### src/rtl/serial_crc_pkg.sv
// Shared CRC-CCITT definitions for the serial CRC generator/checker pair.
// Polynomial 0x1021, MSB-first, no reflection, no final XOR.
package serial_crc_pkg;

    localparam int unsigned      CRC_W    = 16;
    localparam logic [CRC_W-1:0] CRC_POLY = 16'h1021;
    localparam logic [CRC_W-1:0] CRC_INIT = 16'hFFFF;

    typedef enum logic [1:0] {
        StIdle,
        StPayload,
        StCrc,
        StDone
    } state_e;

    function automatic logic [CRC_W-1:0] crc_ccitt_step(input logic [CRC_W-1:0] lfsr,
                                                        input logic             din);
        logic fb;
        fb = din ^ lfsr[CRC_W-1];
        return {lfsr[CRC_W-2:0], 1'b0} ^ (fb ? CRC_POLY : '0);
    endfunction

endpackage

### src/rtl/serial_crc_ccitt_checker_lfsr.sv
// 16-bit CRC-CCITT LFSR register: init_i restarts from INIT using the current bit,
// en_i alone advances one bit.
module crc_ccitt_lfsr
    import serial_crc_pkg::*;
#(
    parameter logic [CRC_W-1:0] INIT = CRC_INIT
) (
    input  logic             clk,
    input  logic             reset_n,
    input  logic             en_i,
    input  logic             init_i,
    input  logic             data_i,
    output logic [CRC_W-1:0] lfsr_o
);

    logic [CRC_W-1:0] lfsr_q, lfsr_d;

    always_comb begin
        lfsr_d = lfsr_q;
        if (en_i) begin
            lfsr_d = crc_ccitt_step(init_i ? INIT : lfsr_q, data_i);
        end
    end

    always_ff @(posedge clk or negedge reset_n) begin
        if (!reset_n) begin
            lfsr_q <= INIT;
        end else begin
            lfsr_q <= lfsr_d;
        end
    end

    assign lfsr_o = lfsr_q;

endmodule

### config.mk
export PLATFORM = sky130hd
export DESIGN_NAME = crc_ccitt_lfsr
export DESIGN_NICKNAME = d
export VERILOG_FILES = /design/src/rtl/serial_crc_pkg.sv /design/src/rtl/serial_crc_ccitt_checker_lfsr.sv
export SDC_FILE = /design/constraint.sdc
export NUM_CORES = 1
export LEC_CHECK = 0
export CORE_ASPECT_RATIO = 0.9
export CORE_MARGIN = 2
export CORE_UTILIZATION = 30
export CTS_CLUSTER_DIAMETER = 30
export DETAILED_ROUTE_END_ITERATION = 10
export PLACE_DENSITY_LB_ADDON = 0.12
export SYNTH_ARGS = -nofsm -noshare
export SYNTH_HDL_FRONTEND = slang
export SYNTH_SLANG_ARGS = --single-unit
### constraint.sdc
create_clock -name clk -period 2.29 [get_ports clk]
set_input_delay 0.458 -clock clk [delete_from_list [all_inputs] [get_ports clk]]
set_output_delay 0.458 -clock clk [all_outputs]
set_load 0.03 [all_outputs]
; Word-level counts from Yosys, hierarchy flattened
; Index checks and enable logic that the tools add are counted.
[op_classes]
addsub = 0
n_mul = 0
div_mod_pow = 0
magnitude_cmp = 0
eq_ne = 0
shifts = 0
mux = 2
bitwise_logic = 2
n_reduce_logical = 0
[op_table]
columns = cell, n
row1 = $mux W16, 1
row2 = $xor A16 B13 Y16, 1
row3 = $mux W13, 1
row4 = $xor A1 B1 Y1, 1
[word_totals]
register_bits = 16
latch_bits = 0
ramBits = 0
rom_bits = 0
input_bits = 5
out_inout_bits = 16
word_cells = 5
mem_count = 0

; Logic depth before layout (Yosys ltp)
; Gate-level depths: netlist of run 1.
[logic_depth]
word_depth = 4
ltp_mapped = 4
ltp_nobuf = 3

; Least setup slack after synthesis of run 1
; No wires, ideal clock.
[synth_path]
kind = register to register
from = register lfsr_q[15], in the netlist lfsr_o[15]
to = register lfsr_q[12], in the netlist lfsr_o[12]
setup_time_ps = 84
arrival_time_ps = 1078
required_time_ps = 2206
path_slack_ps = 1128
path_stages_with_launch = 4
path_buffers = 0
period_less_slack_ps = 1162
cell_sequence = dfstp_2 xnor2_1 mux2i_1 nand3_1
[synth_via]
elab_chain_len = 4
[synth_rtl]
columns = item, line
row1 = start: declaration, serial_crc_ccitt_checker_lfsr.sv:16  ; logic [CRC_W-1:0] lfsr_q, lfsr_d;
row2 = start signal: assignment, serial_crc_ccitt_checker_lfsr.sv:29  ; lfsr_q <= lfsr_d;
row3 = $mux W16, serial_crc_ccitt_checker_lfsr.sv:21  ; lfsr_d = crc_ccitt_step(init_i ? INIT : lfsr_q, data_i);
row4 = $xor A1 B1 Y1, serial_crc_pkg.sv:19  ; fb = din ^ lfsr[CRC_W-1];
row5 = $mux W13, serial_crc_pkg.sv:20  ; return {lfsr[CRC_W-2:0], 1'b0} ^ (fb ? CRC_POLY : '0);
row6 = $xor A16 B13 Y16, serial_crc_pkg.sv:20
; Every way passes these cells.
; A chain may end at the register's enable or synchronous reset.

; Final worst setup path of run 1
[layout_path]
from = register lfsr_q[15], in the netlist lfsr_o[15]
to = output port lfsr_o[15]
[layout_lines]
columns = item, line
row1 = end: declaration, serial_crc_ccitt_checker_lfsr.sv:13  ; output logic [CRC_W-1:0] lfsr_o
; No word-level cell between the ends.

==> results.toml, run 1 <==
[status]
status = "finished, final reports clean"

[timing]
timing.final.ws_setup_ns = 0.274
fmax_ghz = 0.496
timing.final.crit_period_ns = 2.02
finalClockSkew_ns = 0.00639
relSlewSlack_pct = 53.5
max_slew.worst_pin.slew_ns = 0.696
hold_violations = 0
slew_viol_final = 0
fin_crit_sh_pct = 88.0
tns_ns = 0
hold_slack_ns = 0.505
setup_viol = 0
rsz0062_at_grt = "false"

[synth]
synth-seq-area-share_pct = 57.9
synth_top_area_share_pct = 57.9
synth_compound_area_share_pct = 8.97
synth-simple-area-share_pct = 20.0
syn_area_per_cell_um2 = 9.81
synthTopCellsByArea = "dfstp_2, nor2_1, a21oi_1"
synth_fa_ha_area_share_pct = 0
synth_xor_area_share_pct = 3.62
ys_warn_count = 0
netlist_area_um2 = 726
synth_mux_area_share_pct = 4.83
synth_top_family_by_area = "simple AND/OR/NAND/NOR gates"
yosysUniqueCellTypes = 14
synth_cells = 74
synth_nets = 79
yosysTopAreaCell = "dfstp_2"
synth-seq-cells = 16

[setup_path]
cp-end-kind = "output pin"
cp.arrival_ns = 1.56
startpoint_type = "flop"
crit_start = "lfsr_o[15]"
path_buf_inv = 1
cp_slowest_cell = "clkdlybuf4s50_1"
r2r_start = "lfsr_o[15]"
critical_path.cell_chain = "clkdlybuf4s50_1"
criticalPathCategory = "flop to output pin"
cpPeakStageDelay_ns = 0.68
required_ns = 1.83
critPathTopFamily = "buffers and inverters"
path_max_fanout = 5

[detailed_routing]
vias_per_cell = 4.45
drtAntennaViolNets = 0
wl_per_cell_um = 11.3
drc = 0
drt-total-wl_mm = 1.39
drt_iter0_drc = 4
route.vias.total = 547
first_pass_iters = 4

[cells_and_area]
syn_to_final_growth_pct = 35.7
drive_above_1_share_pct = 26.0
fin_nets = 102
final_cell_mix = "nor2_1, clkdlybuf4s50_1, dfstp_2, a21oi_1"
design_area_um2 = 985
antenna_cells = 0
layout.cells.non_filler = 123
n_fill_cell = 226
largest_reg_flops = 16
layout_commonest_cell = "nor2_1"

[clocking]
cts_tree = "yes"
clk_latency_ns = 0.29
cts-buffers-inserted = 3
cts.clk_slew.worst_paths_ns = 0.09
clock_path_buffers = 2
cts-root-buf = "clkbuf_4"
cts_hold_buffers = 0
postCtsSetupRepairBufs = 0
cts_max_level = 1
cts_resized = 0
clock_sinks = 16

[global_routing]
grt_pass1_wl_mm = 2.43
grt_max_degree = 17
grt_overflow = 0
antenna_found_initial = 0
grt_pass1_vias = 547
grt_usage_pct = 11.3

[die]
start_util_pct = 32.4
core_area_um2 = 2240
die_y_um = 50.7
die-area_um2 = 2830
die_w_um = 55.8
pin_count = 21
rows = 16

[power]
leakage_uw = 0.000399
powerDensity_nw_per_um2 = 695
peakVddDrop_uv = 397

[min_path]
holdCritStartpoint = "lfsr_o[13]"
hold_path.class = "flop to flop"

[placement]
place_inst = 119
place_area_um2 = 948
place.gp.congestion = 0.677
io_buffer_count = 20
dpl.hpwl_mm = 1.00
pre_cts_slack_ns = 0.577

[flow_run]
drv_cap = 0
## area by class of cell
class	instances	area, um^2	area share (%)
Sequential cell	16	420	42.7
Multi-Input combinational cell	53	272	27.6
Timing Repair Buffer	23	223	22.6
Clock buffer	4	36.3	3.68
Tap cell	27	33.8	3.43
## final timing paths
path	end	slack, ns	depth (start not counted)
min	lfsr_o[13]	0.50	2
max	lfsr_o[15]	0.27	1
max in group asynchronous	lfsr_o[15]	1.29	1
min in group asynchronous	lfsr_o[0]	0.96	1
min reg2reg	lfsr_o[13]	0.50	2
max reg2reg	lfsr_o[12]	1.18	3
## kinds of logic after synthesis
group,Yosys count
simple gates,34
flops,16
buf+inv,5
xor+xnor,3
mux,3
compound gates,13
## per-stage QoR
step | util, % | power [uW]
3_5_place_dp | 42.3 | 506
4_1_cts | 43.9 | 699
2_1_floorplan | - | 439
5_1_grt | 43.9 | 728
3_3_place_gp | 42.3 | 505
6_report | 43.9 | 684
## power by group
group / internal (uW) / total [uW] / switching, uW
registers: 323 / 342 / 19.2
clock network: 96.8 / 185 / 88.7
logic: 68.3 / 156 / 88.1
total: 488 / 684 / 196
## cells in the mapped netlist
master and n:
mux2_4 1, and2_1 1, mux2i_1 2, buf_6 1, a21oi_1 13, xnor2_1 3, dfstp_2 16, nor2_1 26
buf_2 3, buf_4 1, nand3_1 3, nor2_2 1, nor3b_1 1, nand2b_1 2
## metal layers
layer | track usage, % | routed length (um) | vias up
met2 | 19.4 | 641 | 15
met3 | 5.67 | 86 | 0
met1 | 12.8 | 662 | 249
li1 | - | - | 283
met5 | 0 | 0 | -
met4 | 2.38 | 0 | 0
(Power assumes the default switching activity.)
==> run 2, diff against run 1 <==
--- a/config.mk
+++ b/config.mk
@@ -7,10 +7,10 @@
 export LEC_CHECK = 0
 export CORE_ASPECT_RATIO = 0.9
 export CORE_MARGIN = 2
-export CORE_UTILIZATION = 30
-export CTS_CLUSTER_DIAMETER = 30
+export CORE_UTILIZATION = 43
 export DETAILED_ROUTE_END_ITERATION = 10
 export PLACE_DENSITY_LB_ADDON = 0.12
+export SETUP_SLACK_MARGIN = 0.4
 export SYNTH_ARGS = -nofsm -noshare
 export SYNTH_HDL_FRONTEND = slang
 export SYNTH_SLANG_ARGS = --single-unit
==> results.toml, run 2 (synthesis gave the netlist of run 1 again) <==
[placement]
dpl.hpwl_um = 949
io_buffer_count = 20
place.gp.congestion = 0.717

[timing]
rsz0062_at_grt = "false"
max_slew.worst_pin.slew_ns = 0.681
hold_violations = 0
finalClockSkew_ns = 0.00548
relSlewSlack_pct = 54.5
fmax_ghz = 0.575
timing.final.crit_period_ns = 1.74
setup_viol = 0
fin_crit_sh_pct = 76.0
tns_ns = 0
slew_viol_final = 0

[clocking]
cts-root-buf = "clkbuf_4"
clock_path_buffers = 2
cts.clk_slew.worst_paths_ns = 0.09
cts_hold_buffers = 0
cts_tree = "yes"
cts-buffers-inserted = 3
cts_max_level = 1
clock_sinks = 16
clk_latency_ns = 0.28

[power]
leakage_uw = 0.000371
sequentialPowerShare_pct = 54.9
peakVddDrop_uv = 387
swShare_pct = 30.0
power_switching_uw = 187
clock_power_share_pct = 22.7
combPwrFrac_pct = 22.4
intPower_uw = 435
powerDensity_nw_per_um2 = 661

[status]
status = "finished, final reports clean"

[setup_path]
worstRegToRegCells = 3
startpoint_type = "flop"
path_buf_inv = 1
cp_slowest_cell = "dfstp_2"
rrSetupSlack_ns = 1.15
cp.arrival_ns = 1.28
critPathTopFamily = "flip-flops"
cpPeakStageDelay_ns = 0.59
r2r_end = "lfsr_o[5]"
crit_start = "lfsr_o[15]"
required_ns = 1.83
criticalPathCategory = "flop to output pin"
critical_path.cell_chain = "dlygate4sd2_1"
path_max_fanout = 5
cp-end-kind = "output pin"
r2r_start = "lfsr_o[15]"

[global_routing]
antenna_found_initial = 0
grt_max_degree = 21
grt_pass1_wl_mm = 2.28
grt_usage_pct = 16.0
grt_overflow = 0
grt_pass1_vias = 530

[flow_run]
drv_cap = 0

[cells_and_area]
antenna_cells = 0
drive_above_1_share_pct = 24.5
final_cell_mix = "nor2_1, dfstp_2, dlygate4sd2_1, a21oi_1, clkdlybuf4s50_1"
fin_nets = 101
layout_commonest_cell = "nor2_1"
fin_util_pct = 57.7
largest_reg_flops = 16
syn_to_final_growth_pct = 29.5
n_fill_cell = 155

[detailed_routing]
wl_per_cell_um = 11.1
drc = 0
drt_iter0_drc = 5
first_pass_iters = 4
drt-total-wl_mm = 1.30
vias_per_cell = 4.85
route.vias.total = 572
drtAntennaViolNets = 0

[die]
rows = 14
pin_count = 21
die_w_um = 47.3
die_y_um = 43.0
core_area_um2 = 1630
start_util_pct = 44.5
die-area_um2 = 2030

[min_path]
min_path_cells = 2
hold_path_end = "lfsr_o[5]"
holdCritStartpoint = "lfsr_o[5]"
hold_path.class = "flop to flop"
[run 2: cell count changes in the layout (fill, tap and decap cells not counted)]
cell	delta
clkdlybuf4s50_1	-16
dlygate4sd2_1	+16
buf_4	-1
clkbuf_8	-1
[run 2: metal layers]
| metal | share of wire, % | wire length [um] | GRT usage (%) | vias to the layer above |
|---|---|---|---|---|
| met4 | 1.5 | 19 | 6.67 | 0 |
| met5 | 0 | 0 | 0 | - |
| li1 | - | - | - | 282 |
| met3 | 4.9 | 64 | 4.26 | 4 |
| met1 | 49 | 642 | 23.0 | 270 |
| met2 | 44 | 578 | 22.4 | 16 |
[run 2: layout make-up]
type	instances	area (um^2)	share of cell area, %
well taps	24	30.0	3.20
clock buffers	3	22.5	2.40
flip-flops and latches	16	420	44.7
repair buffers	22	195	20.8
multi-input cells	53	272	28.9
[run 2: worst max path at each step]
stage,to,depth (start not counted)
after CTS,lfsr_o[15],1
after global placement,lfsr_o[5],4
after detailed placement,lfsr_o[5],4
after floorplan,lfsr_o[12],3
final,lfsr_o[15],1
after global routing,lfsr_o[15],1
[run 2: worst min-delay path, stage by stage (launching register included)]
cell,delay (ns)
dfstp_2,0.38
nand2b_1,0.06
nand3_1,0.06
[run 2: metrics by stage]
step           worst slack, ns  hold slack (ns)  cells  area (um^2)  power [uW]
3_3_place_gp             0.549            0.488    115          937         502
6_report                 0.550            0.499    118          940         621
4_1_cts                  0.540            0.502    118          940         628
5_1_grt                  0.492            0.533    118          940         661
2_1_floorplan             1.13            0.310     74          726         439
3_5_place_dp             0.520            0.489    115          937         503
[run 2: what timing repair did]
action                     CTS  global route
setup endpoints to repair   16             0
setup buffers                0             0
resized for setup           16             0
hold endpoints to repair     0             0
[run 2: power by group through the flow]
stage	sequential, uW	combinational (uW)	clock (uW)
after floorplan	393	46.1	0
after global placement	347	155	0
after detailed placement	347	156	0
after CTS	342	141	145
after global routing	345	152	163
final	341	139	141
